## src/rtl/axi_loader_req_gen.sv

```systemverilog
// Request generator for one axi_master_loader: fills the loader FIFO with LFSR-derived
// {id, write, axlen} entries, kicks the loader, waits for it to drain, and repeats per round.
module axi_loader_req_gen #(
    parameter int          MAX_ID_WIDTH = 5,
    parameter int          FIFO_DEPTH   = 32,
    parameter logic [15:0] LFSR_SEED    = 16'hACE1
) (
    input  logic                    clk_i,
    input  logic                    arstn_i,
    input  logic                    cfg_valid_i,
    input  logic [7:0]              cfg_num_req_i,
    input  logic [7:0]              cfg_rounds_i,
    input  logic [7:0]              cfg_depth_i,
    input  logic [7:0]              cfg_wr_thr_i,
    input  logic [7:0]              cfg_len_mask_i,
    input  logic [MAX_ID_WIDTH-1:0] cfg_id_mask_i,
    input  logic [15:0]             cfg_seed_i,
    output logic                    busy_o,
    output logic                    done_o,
    output logic [MAX_ID_WIDTH-1:0] id_o,
    output logic                    write_o,
    output logic [7:0]              axlen_o,
    output logic                    fifo_push_o,
    output logic [7:0]              req_depth_o,
    output logic                    start_o,
    input  logic                    loader_idle_i,
    output logic [15:0]             wr_count_o,
    output logic [15:0]             rd_count_o
);

    localparam logic [7:0]  FIFO_DEPTH_C = 8'(FIFO_DEPTH);
    localparam logic [15:0] LFSR_TAPS    = 16'hB400;

    typedef enum logic [2:0] {
        S_IDLE,
        S_FILL,
        S_KICK,
        S_RUN,
        S_DONE
    } state_e;

    state_e                  state_q, state_d;
    logic [7:0]              num_q, num_d;
    logic [7:0]              rounds_q, rounds_d;
    logic [7:0]              depth_q, depth_d;
    logic [7:0]              thr_q, thr_d;
    logic [7:0]              len_mask_q, len_mask_d;
    logic [MAX_ID_WIDTH-1:0] id_mask_q, id_mask_d;
    logic [15:0]             lfsr_q, lfsr_d;
    logic [7:0]              push_cnt_q, push_cnt_d;
    logic [7:0]              round_cnt_q, round_cnt_d;
    logic [15:0]             wr_cnt_q, wr_cnt_d;
    logic [15:0]             rd_cnt_q, rd_cnt_d;

    logic [7:0]              num_clamp;
    logic [15:0]             lfsr_next;
    logic                    ent_write;
    logic [MAX_ID_WIDTH-1:0] ent_id;
    logic [7:0]              ent_len;
    logic                    push;

    // The loader FIFO cannot push back, so the per-round count is capped at its depth.
    assign num_clamp = (cfg_num_req_i > FIFO_DEPTH_C) ? FIFO_DEPTH_C : cfg_num_req_i;
    assign lfsr_next = (lfsr_q >> 1) ^ (lfsr_q[0] ? LFSR_TAPS : 16'h0000);

    assign ent_write = ({1'b0, lfsr_q[15:9]} < thr_q);
    assign ent_id    = lfsr_q[8 +: MAX_ID_WIDTH] & id_mask_q;
    assign ent_len   = lfsr_q[7:0] & len_mask_q;

    always_comb begin
        state_d     = state_q;
        num_d       = num_q;
        rounds_d    = rounds_q;
        depth_d     = depth_q;
        thr_d       = thr_q;
        len_mask_d  = len_mask_q;
        id_mask_d   = id_mask_q;
        lfsr_d      = lfsr_q;
        push_cnt_d  = push_cnt_q;
        round_cnt_d = round_cnt_q;
        wr_cnt_d    = wr_cnt_q;
        rd_cnt_d    = rd_cnt_q;
        push        = 1'b0;
        start_o     = 1'b0;
        done_o      = 1'b0;

        unique case (state_q)
            S_IDLE: begin
                if (cfg_valid_i) begin
                    num_d       = num_clamp;
                    rounds_d    = (cfg_rounds_i == 8'd0) ? 8'd1 : cfg_rounds_i;
                    depth_d     = (cfg_depth_i == 8'd0) ? 8'd1 : cfg_depth_i;
                    thr_d       = cfg_wr_thr_i;
                    len_mask_d  = cfg_len_mask_i;
                    id_mask_d   = cfg_id_mask_i;
                    lfsr_d      = (cfg_seed_i == 16'h0000) ? LFSR_SEED : cfg_seed_i;
                    push_cnt_d  = 8'd0;
                    round_cnt_d = 8'd0;
                    wr_cnt_d    = 16'd0;
                    rd_cnt_d    = 16'd0;
                    state_d     = (num_clamp == 8'd0) ? S_DONE : S_FILL;
                end
            end
            S_FILL: begin
                push       = 1'b1;
                lfsr_d     = lfsr_next;
                push_cnt_d = push_cnt_q + 8'd1;
                if (ent_write) begin
                    if (wr_cnt_q != 16'hFFFF) wr_cnt_d = wr_cnt_q + 16'd1;
                end else begin
                    if (rd_cnt_q != 16'hFFFF) rd_cnt_d = rd_cnt_q + 16'd1;
                end
                if ((push_cnt_q + 8'd1) == num_q) state_d = S_KICK;
            end
            S_KICK: begin
                // Hold start until the loader shows it has left idle.
                start_o = 1'b1;
                if (!loader_idle_i) state_d = S_RUN;
            end
            S_RUN: begin
                if (loader_idle_i) begin
                    round_cnt_d = round_cnt_q + 8'd1;
                    if ((round_cnt_q + 8'd1) == rounds_q) begin
                        state_d = S_DONE;
                    end else begin
                        push_cnt_d = 8'd0;
                        state_d    = S_FILL;
                    end
                end
            end
            S_DONE: begin
                done_o  = 1'b1;
                state_d = S_IDLE;
            end
            default: state_d = S_IDLE;
        endcase
    end

    always_ff @(posedge clk_i or negedge arstn_i) begin
        if (!arstn_i) begin
            state_q     <= S_IDLE;
            num_q       <= 8'd0;
            rounds_q    <= 8'd1;
            depth_q     <= 8'd1;
            thr_q       <= 8'd0;
            len_mask_q  <= 8'd0;
            id_mask_q   <= '0;
            lfsr_q      <= LFSR_SEED;
            push_cnt_q  <= 8'd0;
            round_cnt_q <= 8'd0;
            wr_cnt_q    <= 16'd0;
            rd_cnt_q    <= 16'd0;
        end else begin
            state_q     <= state_d;
            num_q       <= num_d;
            rounds_q    <= rounds_d;
            depth_q     <= depth_d;
            thr_q       <= thr_d;
            len_mask_q  <= len_mask_d;
            id_mask_q   <= id_mask_d;
            lfsr_q      <= lfsr_d;
            push_cnt_q  <= push_cnt_d;
            round_cnt_q <= round_cnt_d;
            wr_cnt_q    <= wr_cnt_d;
            rd_cnt_q    <= rd_cnt_d;
        end
    end

    assign busy_o      = (state_q != S_IDLE);
    assign fifo_push_o = push;
    assign id_o        = push ? ent_id : '0;
    assign write_o     = push ? ent_write : 1'b0;
    assign axlen_o     = push ? ent_len : 8'd0;
    assign req_depth_o = depth_q;
    assign wr_count_o  = wr_cnt_q;
    assign rd_count_o  = rd_cnt_q;

endmodule
```

## config.mk

```make
export PLATFORM = sky130hd
export DESIGN_NAME = axi_loader_req_gen
export DESIGN_NICKNAME = d
export VERILOG_FILES = /design/src/rtl/axi_loader_req_gen.sv
export SDC_FILE = /design/constraint.sdc
export NUM_CORES = 1
export LEC_CHECK = 0
export BUFFER_PORTS_ARGS = -buffer_cell sky130_fd_sc_hd__clkbuf_2
export CAP_MARGIN = 20
export CORE_MARGIN = 2
export CORE_UTILIZATION = 55
export CTS_BUF_LIST = sky130_fd_sc_hd__clkbuf_8
export CTS_CLUSTER_DIAMETER = 60
export DETAILED_ROUTE_END_ITERATION = 7
export PLACE_DENSITY = 0.83
export SYNTH_ARGS = -nofsm -noshare
export SYNTH_HDL_FRONTEND = slang
export SYNTH_SLANG_ARGS = --single-unit
```

## constraint.sdc

```tcl
create_clock -name clk_i -period 5.9 [get_ports clk_i]
set_input_delay 0.295 -clock clk_i [delete_from_list [all_inputs] [get_ports clk_i]]
set_output_delay 0.295 -clock clk_i [all_outputs]
set_load 0.05 [all_outputs]
```

==> flow_metrics.tcl <==
set metrics [dict create \
    numPortBuffers 122 \
    synth_compound_area_frac 0.1522 \
    wl_per_cell_microns 15.52 \
    cts_resized 0 \
    core_area_sq_mm 0.01075 \
    grt_pass1_wl_microns 23690 \
    synthAdderAreaFrac 0.02086 \
    p_leak_uw 0.003342 \
    postLayoutCoreUtil 0.6351 \
    ant_nets 0 \
    grt-ovfl-total 0 \
    drt_first_iter_violations 285 \
    cp.arrival_ns 3.23 \
    path_buf_inv 1 \
    rsz0062_at_grt "no" \
    synth_edf_count 0 \
    grt_usage 0.2516 \
    clkTransAtPathRegs_ns 0.11 \
    drv_slew 0 \
    syn-mean-instance-area_sq_um 8.954 \
    dieArea_sq_mm 0.01176 \
    firstDrtPassIters 7 \
    cts_buffers 9 \
    power_uw 3371 \
    htreeDepth 3 \
    maxCapViolations 0 \
    synthMuxAreaShare 0.01668 \
    seq_area_frac_synth 0.4692 \
    postSynthCellCount 670 \
    synthArstFlopShare 1.000 \
    critPathSlowestCell "nor2_1" \
    critPathLaunchType "flop" \
    ys_ff_latch 112 \
    peakVddDrop_mv 0.3210 \
    cts_root_buffer "clkbuf_8" \
    synth_cell_types 68 \
    clk_path_buf_depth 2 \
    fin_skew_ns 0.01176 \
    yosys-top-cells-area "dfrtp_1 (43%), nand2_1 (9.4%), dfstp_2 (4.4%)" \
    synth_top_area_share 0.4254 \
    fin_setup_tns_ns 0 \
    drive_gt1_frac 0.2162 \
    cts_tree "done" \
    synthXorXnorAreaFrac 0.03504 \
    fin_crit_sh 0.4960 \
    first_global_vias 5286 \
    final_cell_mix "nand2_1 (150), clkbuf_2 (121), dfrtp_1 (102), o21ai_0 (40), a21oi_1 (35)" \
    globalplace.congestion 0.8464 \
    worst_setup_path_end_kind "flop" \
    critical_path.top_delay_family "simple AND/OR/NAND/NOR gates" \
    grt_max_degree 89 \
    routed_via_density 5.915 \
    fin_nets 847 \
    crit_chain "nor2b_4 -> nand2b_1 -> inv_4 -> nor2_1 -> a21o_1 -> nor2_4 -> a31oi_1" \
    r2r_slack_ns 2.97 \
    fmax_ghz 0.3417 \
    start_util 0.5583 \
    place_hpwl_microns 9978 \
    synthFlopType "dfrtp_1" \
    hp-class "input pin to flop" \
    synth_top_family_by_area "simple AND/OR/NAND/NOR gates" \
    synth_warnings 0 \
    critical_path_class "flop to flop" \
    num_io_pins 123 \
    routed_wirelength_microns 14240 \
    clk-insertion-delay-late_ns 0.39 \
    finalHoldViolCount 0 \
    clock_sinks 112 \
    die_x_microns 108.4 \
    slew_headroom 0.2842 \
    synth_area_leader_cell "dfrtp_1" \
    rows 38 \
    power_density_mw_per_mm2 494.0 \
    synthSimpleGateAreaFrac 0.2686 \
    fin_crit_ns 2.926 \
    drc_errors 0 \
    vias 5424 \
    finalSetupViolCount 0 \
    antenna_found_initial 0 \
    final_common_cell "nand2_1" \
    post_cts_buffers 0 \
    status "completed" \
    crit_fanout 50 \
    postSynthNetCount 745 \
    required_ns 6.20 \
    n_antenna_cell 0 \
    die_height_microns 108.4 \
    slowest_delay_ns 0.90 \
    tightest_slew_ns 1.070 \
    netlist_area_sq_mm 0.006000 \
    area_growth_pct 13.74 \
]
==> synth_stat cells, types with 13 or more instances <==
cell / number
a21oi_1: 35
a22oi_1: 14
and3_1: 25
clkbuf_1: 15
dfrtp_1: 102
nand2_1: 151
nand3_1: 27
nand4_1: 13
nor2_1: 29
o21ai_0: 40
or3_1: 14
xnor2_1: 15
==> through the flow <==
step                      instance area [sq um]  setup WS [ns]  cells  hold slack (ns)
after global routing                       6824          2.750    917          0.08533
after CTS                                  6817          2.888    916          0.07879
after detailed placement                   6634          3.054    899           0.3939
after global placement                     6634          3.213    899           0.3830
after floorplan                            6000          3.355    670       -0.0005911
final                                      6824          2.974    917          0.09162
==> worst register-to-register path: stages, from the launching register on <==
cell and delay [ns]:
dfrtp_1 0.55, nor2b_4 0.23, nand2b_1 0.34, inv_4 0.30, nor2_1 0.90, a21o_1 0.27
nor2_4 0.07, a31oi_1 0.19
==> path summary, 6_finish.rpt <==
kind                                   startpoint        endpoint  cells after the start
worst min-delay path            cfg_len_mask_i[5]   len_mask_q[5]                      3
worst min register to register       id_mask_q[1]    id_mask_q[1]                      2
max in group asynchronous                 arstn_i  req_depth_o[6]                      3
worst max register to register         state_q[0]   push_cnt_q[5]                      7
min in group asynchronous                 arstn_i  wr_count_o[13]                      2
worst max-delay path                   state_q[0]   push_cnt_q[5]                      7
==> cell families (layout without fill, tap and decap cells) <==
| family | after synthesis | count (layout) |
|---|---|---|
| AOI/OAI and AO/OA | 143 | 143 |
| xor gates and xnor gates | 24 | 24 |
| adders and majority gates | 10 | 10 |
| buffers and inverters | 46 | 153 |
| DFF | 112 | 112 |
| muxes | 10 | 10 |
| and+or+nand+nor | 325 | 325 |
==> where the power goes <==
part	internal, uW	switching (uW)	leakage, uW
registers	1050	245	0.00143
logic	521	1140	0.00182
clock network	154	261	0.0000889
==> final cells by class <==
type,instances,area [sq um]
sequential,112,2815
inverter,11,43.79
multi-input combinational,512,2972
timing repair buffer,126,645.6
fill,917,3921
clock buffer,9,123.9
clock inverter,7,48.80
tap,140,175.2
==> metal layers <==
layer,wire length [microns],track usage
met1,6133,0.3216
met2,6937,0.4223
met3,904,0.04702
met4,261,0.09982
met5,0,0
==> what timing repair did <==
action / 4_1_cts / 5_1_grt
hold endpoints to repair: 52 / 0
endpoints found under the setup margin: 0 / 0
hold buffers: 1 / 0
(Power assumes the default switching activity.)
